==> src/rtl/bhq_pkg.sv <==
// bhq_pkg: shared types, default sizes and the occupancy test for the branch history queue.
package bhq_pkg;

    localparam int BHQ_DEPTH     = 8;
    localparam int BHQ_TAG_W     = $clog2(BHQ_DEPTH);
    localparam int BHQ_GBHR_SIZE = 7;

    typedef struct packed {
        logic [31:0]              pc;
        logic                     pred;
        logic [BHQ_GBHR_SIZE-1:0] ghr;
        logic                     resolved;
        logic                     taken;
    } bhq_entry_t;

    // A tag is occupied when its distance from the head is below the occupancy.
    function automatic logic in_range(
        input logic [BHQ_TAG_W:0]   head,
        input logic [BHQ_TAG_W:0]   tail,
        input logic [BHQ_TAG_W-1:0] tag
    );
        logic [BHQ_TAG_W:0]   cnt;
        logic [BHQ_TAG_W-1:0] off;
        cnt = tail - head;
        off = tag - head[BHQ_TAG_W-1:0];
        return {1'b0, off} < cnt;
    endfunction

endpackage

==> src/rtl/bhq_ptr_ctrl.sv <==
// bhq_ptr_ctrl: head/tail pointers with wrap bits, occupancy flags and flush truncation.
module bhq_ptr_ctrl
    import bhq_pkg::*;
#(
    parameter int TAG_W = BHQ_TAG_W
) (
    input  logic             clk,
    input  logic             rst,
    input  logic             i_alloc,
    input  logic             i_retire,
    input  logic             i_flush,
    input  logic [TAG_W-1:0] i_flush_tag,
    output logic [TAG_W:0]   o_head,
    output logic [TAG_W:0]   o_tail,
    output logic [TAG_W:0]   o_count,
    output logic             o_full,
    output logic             o_empty
);

    logic [TAG_W:0]   r_head, r_tail;
    logic [TAG_W-1:0] w_flush_off;
    logic [TAG_W:0]   w_flush_tail;

    // Truncation is measured from the pre-retire head so the head entry always survives.
    assign w_flush_off  = i_flush_tag - r_head[TAG_W-1:0];
    assign w_flush_tail = r_head + {1'b0, w_flush_off} + 1'b1;

    always_ff @(posedge clk) begin
        if (rst) begin
            r_head <= '0;
            r_tail <= '0;
        end else begin
            if (i_retire) r_head <= r_head + 1'b1;
            if (i_flush) r_tail <= w_flush_tail;
            else if (i_alloc) r_tail <= r_tail + 1'b1;
        end
    end

    assign o_head  = r_head;
    assign o_tail  = r_tail;
    assign o_count = r_tail - r_head;
    assign o_empty = r_head == r_tail;
    assign o_full  = (r_head[TAG_W-1:0] == r_tail[TAG_W-1:0]) && (r_head[TAG_W] != r_tail[TAG_W]);

endmodule

==> src/rtl/branch_history_queue.sv <==
// branch_history_queue: tracks predicted branches, accepts out-of-order resolution and
// retires in program order, emitting one predictor update per retired branch.
module branch_history_queue
    import bhq_pkg::*;
#(
    parameter int DEPTH     = BHQ_DEPTH,
    parameter int TAG_W     = BHQ_TAG_W,
    parameter int GBHR_SIZE = BHQ_GBHR_SIZE
) (
    input  logic                 clk,
    input  logic                 rst,
    input  logic                 alloc_valid,
    input  logic [31:0]          alloc_pc,
    input  logic                 alloc_pred_taken,
    input  logic [GBHR_SIZE-1:0] alloc_ghr,
    output logic                 alloc_ready,
    output logic [TAG_W-1:0]     alloc_tag,
    input  logic                 resolve_valid,
    input  logic [TAG_W-1:0]     resolve_tag,
    input  logic                 resolve_taken,
    input  logic                 flush_valid,
    input  logic [TAG_W-1:0]     flush_tag,
    output logic                 mispredict_valid,
    output logic [TAG_W-1:0]     mispredict_tag,
    output logic                 update_en,
    output logic [31:0]          update_pc,
    output logic                 actual_taken,
    output logic [GBHR_SIZE-1:0] update_ghr,
    output logic [TAG_W:0]       count
);

    logic [TAG_W:0]   w_head, w_tail;
    logic             w_full, w_empty;
    logic [TAG_W-1:0] w_head_idx, w_tail_idx, w_res_off, w_flush_off;
    logic             w_alloc, w_retire, w_res_hit;
    bhq_entry_t       r_mem [DEPTH];

    bhq_ptr_ctrl #(.TAG_W(TAG_W)) u_ptr (
        .clk        (clk),
        .rst        (rst),
        .i_alloc    (w_alloc),
        .i_retire   (w_retire),
        .i_flush    (flush_valid),
        .i_flush_tag(flush_tag),
        .o_head     (w_head),
        .o_tail     (w_tail),
        .o_count    (count),
        .o_full     (w_full),
        .o_empty    (w_empty)
    );

    assign w_head_idx  = w_head[TAG_W-1:0];
    assign w_tail_idx  = w_tail[TAG_W-1:0];
    assign w_res_off   = resolve_tag - w_head_idx;
    assign w_flush_off = flush_tag - w_head_idx;
    assign alloc_ready = !w_full;
    assign alloc_tag   = w_tail_idx;
    assign w_alloc     = alloc_valid && alloc_ready && !flush_valid;
    assign w_retire    = !w_empty && r_mem[w_head_idx].resolved;
    // A resolve aimed at an entry squashed by the same-cycle flush is dropped entirely.
    assign w_res_hit   = resolve_valid && in_range(w_head, w_tail, resolve_tag)
                         && (!flush_valid || w_res_off <= w_flush_off);

    always_ff @(posedge clk) begin
        if (rst) begin
            for (int i = 0; i < DEPTH; i++) r_mem[i].resolved <= 1'b0;
        end else begin
            if (w_alloc) r_mem[w_tail_idx] <= '{pc: alloc_pc, pred: alloc_pred_taken, ghr: alloc_ghr,
                                                resolved: 1'b0, taken: 1'b0};
            if (w_res_hit) begin
                r_mem[resolve_tag].resolved <= 1'b1;
                r_mem[resolve_tag].taken    <= resolve_taken;
            end
        end
    end

    always_ff @(posedge clk) begin
        if (rst) begin
            mispredict_valid <= 1'b0;
            mispredict_tag   <= '0;
            update_en        <= 1'b0;
            update_pc        <= '0;
            actual_taken     <= 1'b0;
            update_ghr       <= '0;
        end else begin
            mispredict_valid <= w_res_hit && (resolve_taken != r_mem[resolve_tag].pred);
            if (w_res_hit && (resolve_taken != r_mem[resolve_tag].pred)) mispredict_tag <= resolve_tag;
            update_en <= w_retire;
            if (w_retire) begin
                update_pc    <= r_mem[w_head_idx].pc;
                actual_taken <= r_mem[w_head_idx].taken;
                update_ghr   <= r_mem[w_head_idx].ghr;
            end
        end
    end

    a_flush_occupied: assert property (@(posedge clk) disable iff (rst)
        flush_valid |-> in_range(w_head, w_tail, flush_tag));

endmodule

==> config.mk <==
export PLATFORM = sky130hd
export DESIGN_NAME = branch_history_queue
export DESIGN_NICKNAME = d
export VERILOG_FILES = /design/src/rtl/bhq_pkg.sv /design/src/rtl/bhq_ptr_ctrl.sv /design/src/rtl/branch_history_queue.sv
export SDC_FILE = /design/constraint.sdc
export NUM_CORES = 1
export LEC_CHECK = 0
export ABC_AREA = 0
export BUFFER_PORTS_ARGS = -buffer_cell sky130_fd_sc_hd__buf_2
export CELL_PAD_IN_SITES_DETAIL_PLACEMENT = 2
export CELL_PAD_IN_SITES_GLOBAL_PLACEMENT = 2
export CORE_UTILIZATION = 46
export CTS_BUF_LIST = sky130_fd_sc_hd__clkbuf_4 sky130_fd_sc_hd__clkbuf_8 sky130_fd_sc_hd__clkbuf_16
export DETAILED_ROUTE_END_ITERATION = 8
export MAX_ROUTING_LAYER = met4
export PLACE_DENSITY_LB_ADDON = 0.1
export REMOVE_ABC_BUFFERS = 1
export SETUP_SLACK_MARGIN = 0.15
export SLEW_MARGIN = 20
export SYNTH_ARGS = -nofsm -noshare
export SYNTH_HDL_FRONTEND = slang
export SYNTH_SLANG_ARGS = --single-unit
==> constraint.sdc <==
create_clock -name clk -period 4.4 [get_ports clk]
set_input_delay 0.22 -clock clk [delete_from_list [all_inputs] [get_ports clk]]
set_output_delay 0.22 -clock clk [all_outputs]
set_load 0.05 [all_outputs]
==> flow_metrics.tcl, run 1 <==
set metrics [dict create \
    area_growth_pct 18.50 \
    cts_tree "done" \
    cts-root-buf "clkbuf_16" \
    grt_pass1_wl_um 59170 \
    swShare_pct 22.46 \
    ys_seq_area_share_pct 71.73 \
    detail-route-antenna-nets 0 \
    power.clock.fraction_pct 44.0 \
    crit_slowest_cell "dfxtp_1" \
    hold_violations 0 \
    clk_pin_slew_worst_paths_ns 0.06 \
    ys_ff_latch 392 \
    cts.htree.levels 2 \
    cp-end-kind "flop" \
    drv_cap 0 \
    synth_top_area_share_pct 63.47 \
    place_area_sq_um 16550 \
    postCtsResizedCells 0 \
    yosys.area_share.simple_pct 2.903 \
    required_ns 4.63 \
    cp-start-kind "flop" \
    drtIter0Drc 448 \
    synth_edf_count 328 \
    critPathArrivalTime_ns 3.82 \
    min_period_over_period_pct 81.57 \
    power_leakage_nw 6.025 \
    layoutNonFillerInstCount 1447 \
    seqPwrFrac_pct 50.0 \
    drive_gt1_share_pct 33.96 \
    drv_slew 0 \
    grt_pass1_vias 9227 \
    yosys-top-cells-area "edfxtp_1 (63%), mux4_2 (12%), dfxtp_1 (8.3%)" \
    async_flop_share_pct 0 \
    route.vias.total 8192 \
    synth_mux_area_share_pct 15.38 \
    synth_top_family_by_area "multiplexers" \
    nets 1041 \
    fin_tns_setup_ns 0 \
    tightest_slew_ns 1.092 \
    crit_type "reg2reg" \
    pwr-share-comb_pct 6.0 \
    setup_viol 0 \
    place_inst 1327 \
    cts.sink_count 392 \
    io_buffer_count 104 \
    utilization_pct 55.95 \
    syn_inst 810 \
    critPathMaxFanout 8 \
    layout_commonest_cell "edfxtp_1" \
    dieHeight_um 185.7 \
    drt_pass1_iterations 5 \
    synthFlopType "edfxtp_1" \
    wl_per_cell_um 27.26 \
    row_count 66 \
    postLayoutCellArea_sq_um 18390 \
    cp_cell_sequence "ha_1 -> inv_1 -> fa_1 -> xnor2_1 -> xnor2_1 -> inv_1 -> ha_1 -> o21a_1 -> o211ai_1 -> o2111ai_1 -> o22ai_1" \
    grt_antenna_before_repair 1 \
    start_util_pct 47.21 \
    synthXorXnorAreaFrac_pct 1.016 \
    layout_min_cycle_time_ns 3.589 \
    grt_max_degree 69 \
    clk_path_buf_depth 3 \
    internal-power_mw 6.375 \
    pin_count 105 \
    core_sq_um 32870 \
    die_w_um 185.7 \
    layout_common_cells "edfxtp_1 (328), buf_2 (103), mux4_2 (84)" \
    grtUsageTotal_pct 24.56 \
    worst_hold_slack_ns 0.05030 \
    worstSkewPairLatency_ns 0.55 \
    min_path_type "in2reg" \
    rsz0062_at_grt "no" \
    synth_fa_ha_area_share_pct 1.726 \
    yosys_warnings 0 \
    ys_types 44 \
    power.switching_mw 1.846 \
    r2r_slack_ns 0.81 \
    cts_inserted_buffers 42 \
    syn_area_per_cell_sq_um 19.16 \
    viasPerCell 5.661 \
    dp_hpwl_um 23710 \
    setup_slack_ns 0.8108 \
    dieArea_sq_um 34470 \
    p_per_area_nw_per_um2 447.1 \
    slowest_delay_ns 0.56 \
    drt-total-wl_um 39450 \
    relSlewSlack_pct 27.17 \
    place_ws_ns 0.9188 \
    yosys.area.top_type "edfxtp_1" \
    p_total_mw 8.221 \
    gp_congestion 0.8321 \
    drc 0 \
    fin_skew_ns 0.02761 \
    peakVddDrop_mv 0.3708 \
    outcome "finished, final reports clean" \
    max_freq_mhz 278.6 \
    globalRouteOverflowTotal 0 \
    synth_compound_area_share_pct 5.201 \
    synth_area_sq_um 15520 \
]
## what timing repair did
| action | 4_1_cts | 5_1_grt |
|---|---|---|
| setup buffers | 0 | 0 |
| hold buffers | 41 | 0 |
| endpoints found under the hold margin | 320 | 0 |
## final cells by class
| class | count | area, sq um |
|---|---|---|
| Sequential cell | 392 | 11140 |
| Antenna cell | 1 | 2.502 |
| Tap cell | 442 | 553.0 |
| Fill cell | 2822 | 14480 |
| Timing Repair Buffer | 163 | 1110 |
| Clock inverter | 26 | 247.7 |
| Clock buffer | 52 | 1169 |
| Multi-Input combinational cell | 350 | 4085 |
| Inverter | 21 | 78.83 |
## routing by layer
metal	vias to the layer above	GRT usage (%)	wire length (um)
li1	3560	-	-
met1	4363	30.68	16430
met2	205	42.31	20750
met3	64	3.522	1448
met4	0	6.164	819
met5	-	-	0
## critical path, delay by kind of cell (launching register included)
family / cells / cell delay [ns]
DFF: 1 / 0.56
adders and majority gates: 3 / 0.90
AOI/OAI and AO/OA: 4 / 1.33
xor gates and xnor gates: 2 / 0.37
buffers and inverters: 2 / 0.14
## sequential cells by signal (all words and copies together) (netlist names), 3 cells and up, named ones only
name / flops
u_ptr.o_tail: 4
update_pc: 32
update_ghr: 7
u_ptr.o_head: 4
mispredict_tag: 3
r_mem: 336
## power by group through the flow
stage	logic (mW)	registers, mW	clock network, mW
after floorplan	0.218	4.25	0
after global placement	0.440	4.18	0
after detailed placement	0.467	4.19	0
after CTS	0.501	4.11	3.69
after global routing	0.531	4.11	3.80
final	0.497	4.11	3.62
## path summary, 6_finish.rpt
| check | start | to | cells after the start |
|---|---|---|---|
| worst max register to register | u_ptr.o_head[0] | r_mem[6][0] | 11 |
| worst min-delay path | resolve_tag[2] | mispredict_tag[2] | 3 |
| worst min register to register | r_mem[2][1] | r_mem[2][1] | 2 |
| worst max-delay path | u_ptr.o_head[0] | r_mem[6][0] | 11 |
## synthesized netlist by cell type (2+ instances only)
library cell / n
edfxtp_1: 328
mux4_2: 84
dfxtp_1: 64
nor2_1: 64
mux2i_1: 45
a211oi_2: 40
clkbuf_1: 25
inv_1: 21
ha_1: 15
buf_2: 10
nand2_1: 10
o22ai_1: 10
nand2b_1: 9
xnor2_1: 9
o21ai_1: 8
buf_4: 7
o2111ai_1: 6
or2_2: 5
a211oi_1: 4
fa_1: 4
nor2b_1: 4
xor2_1: 4
a21oi_1: 3
buf_6: 3
nand3_1: 3
o211ai_1: 3
a21o_1: 2
buf_1: 2
o21ai_0: 2
or3_1: 2
## kinds of logic after synthesis
kind of cell,Yosys count
buf+inv,68
xor+xnor,15
mux,132
flops,392
simple gates,102
compound gates,82
fa+ha+maj,19
(Power assumes the default switching activity.)
==> run 2: changes to the inputs <==
clock period = 3.7 ns   (was 4.4 ns; I/O delays follow)
==> run 2 against run 1 <==
  * Total power rose by 19%
  * Fmax up 8.4%
  * Worst hold slack got worse by 0.040 ns
  * Combinational power up 21%
  * Sequential share of layout area is 0.39 points lower
  * Final cell count rose by 0.14%
  * Largest power group unchanged
  * Utilization increased by 0.36 points
  * Clock skew fell by 0.012 ns
  * Via count is 0.21% lower
  * Critical path depth decreased by 2
  * Global-route usage grew 0.45 points
==> flow_metrics.tcl, run 2 (synthesis gave the netlist of run 1 again) <==
set metrics [dict create \
    outcome "finished, final reports clean" \
    rr_startpoint "u_ptr.o_head[0]" \
    grt_pass1_wl_um 59690 \
    die_w_um 185.7 \
    hold_violations 0 \
    core_sq_um 32870 \
    max_freq_mhz 302.1 \
    power_leakage_nw 6.067 \
    fill_cells 2839 \
    grt_pass1_vias 9242 \
    clk_pin_slew_worst_paths_ns 0.06 \
    grtUsageTotal_pct 25.01 \
    start_util_pct 47.21 \
    slowest_delay_ns 0.57 \
    critPathBufInv 2 \
    cts.sink_count 392 \
    layout_common_cells "edfxtp_1 (328), buf_2 (103), mux4_2 (84)" \
    cpLargestDelayFamily "compound AO/OA/AOI/OAI gates" \
    peakVddDrop_mv 0.4703 \
    drtIter0Drc 358 \
    rsz0062_at_grt "no" \
    drc 0 \
    layout_min_cycle_time_ns 3.310 \
    layoutNonFillerInstCount 1449 \
    timing.rr.end "r_mem[6][0]" \
    grt_antenna_before_repair 1 \
    row_count 66 \
    drt-total-wl_um 40200 \
    multi_input_area_sq_um 4098 \
    r2r_slack_ns 0.39 \
    hold_start "resolve_tag[2]" \
    drv_slew 0 \
    layout_commonest_cell "edfxtp_1" \
    grt_max_degree 59 \
    globalRouteOverflowTotal 0 \
    cts-root-buf "clkbuf_16" \
    critPathArrivalTime_ns 3.53 \
    relSlewSlack_pct 41.35 \
    wl_per_cell_um 27.75 \
    pin_count 105 \
    clk_path_buf_depth 3 \
    dp_hpwl_um 23520 \
    cts_inserted_buffers 42 \
    drv_cap 0 \
    p_per_area_nw_per_um2 528.0 \
    min_path_type "in2reg" \
    fin_skew_ns 0.01588 \
    min_period_over_period_pct 89.45 \
    p_total_mw 9.770 \
    dieArea_sq_um 34470 \
    detail-route-antenna-nets 0 \
    worstSkewPairLatency_ns 0.53 \
    io_buffer_count 104 \
    viasPerCell 5.642 \
    required_ns 3.92 \
    dieHeight_um 185.7 \
    regMostFlops "r_mem" \
    place_inst 1328 \
    crit_slowest_cell "dfxtp_1" \
    drt_pass1_iterations 5 \
    area_growth_pct 19.25 \
    worstHoldPathCells 3 \
    cp-start-kind "flop" \
    hold_end "mispredict_tag[2]" \
    crit_type "reg2reg" \
    cp_cell_sequence "ha_1 -> inv_1 -> fa_1 -> inv_1 -> ha_1 -> a21o_1 -> a21oi_1 -> o2111ai_1 -> o22ai_1" \
    top_regs "r_mem: 336 flops, update_pc: 32 flops, update_ghr: 7 flops" \
    cts_tree "done" \
    tightest_slew_ns 0.8789 \
    gp_congestion 0.8237 \
    largest_reg_flops 336 \
    route.vias.total 8175 \
    critPathMaxFanout 8 \
    register_area_sq_um 11140 \
    nets 1045 \
    cp-end-kind "flop" \
    reg2reg_depth 9 \
    cts.htree.levels 2 \
    setup_viol 0 \
    drive_gt1_share_pct 34.39 \
]
==> run 2: cell types whose count changed in the layout (fill, tap and decap cells not counted), moves of 2 or more <==
cell	change
buf_12	+7
o2111ai_1	-2
o2111ai_2	+2
clkbuf_4	+5
clkbuf_8	-2
clkinvlp_4	-2
buf_4	-2
clkinv_2	-2
==> run 2: report_power, final <==
group / internal, mW / switching [mW]
combinational: 0.211 / 0.389
clock: 2.59 / 1.69
sequential: 4.84 / 0.0428
==> run 2: worst min-delay path: stages <==
cell and delay, ns:
buf_2 0.15, nand2b_1 0.09, mux2i_1 0.06
==> run 2: worst max-delay path by stage <==
| stage | end | cells after the start | start | slack (ns) |
|---|---|---|---|---|
| finish | r_mem[6][0] | 9 | u_ptr.o_head[0] | 0.39 |
| detailed placement | r_mem[7][0] | 11 | u_ptr.o_head[0] | 0.20 |
| CTS | r_mem[6][0] | 11 | u_ptr.o_head[0] | 0.16 |
| floorplan | u_ptr.o_head[3] | 5 | flop | -2.89 |
| global placement | r_mem[7][0] | 11 | u_ptr.o_head[0] | 0.35 |
| global route | r_mem[6][0] | 12 | u_ptr.o_head[0] | 0.17 |
==> run 2: layer usage <==
| metal | share of wire, % | wire [um] | global-route usage, % | vias up |
|---|---|---|---|---|
| met5 | 0 | 0 | - | - |
| met3 | 4.0 | 1613 | 3.757 | 55 |
| li1 | - | - | - | 3569 |
| met2 | 53 | 21110 | 43.40 | 185 |
| met1 | 41 | 16640 | 30.80 | 4366 |
| met4 | 2.1 | 834 | 6.361 | 0 |
==> run 2: through the flow <==
step,TNS (ns),setup slack (ns),util (%),cell area (sq um),hold slack [ns]
after floorplan,-129.84,-2.891,-,15280,0.2496
after CTS,0,0.1581,56.21,18470,0.005255
final,0,0.3902,56.30,18510,0.01071
after global placement,0,0.3490,50.66,16650,0.4385
after global routing,0,0.1706,56.30,18510,0.02038
after detailed placement,0,0.2024,50.66,16650,0.4633
==> run 2: cell type report <==
type                       count  share of cell area, %
inverter                      21                 0.4260
antenna                        1                0.01352
multi-input combinational    350                  22.14
timing repair buffer         167                  6.613
clock inverter                21                  1.237
tap                          442                  2.989
sequential                   392                  60.21
clock buffer                  55                  6.369
==> run 2: timing repair <==
item / in CTS / in global routing
pin swaps: 0 / 1
endpoints found under the hold margin: 322 / 0
endpoints found under the setup margin: 1 / 16
resized for setup: 1 / 1
hold buffers: 41 / 0
buffers inserted: 0 / 3
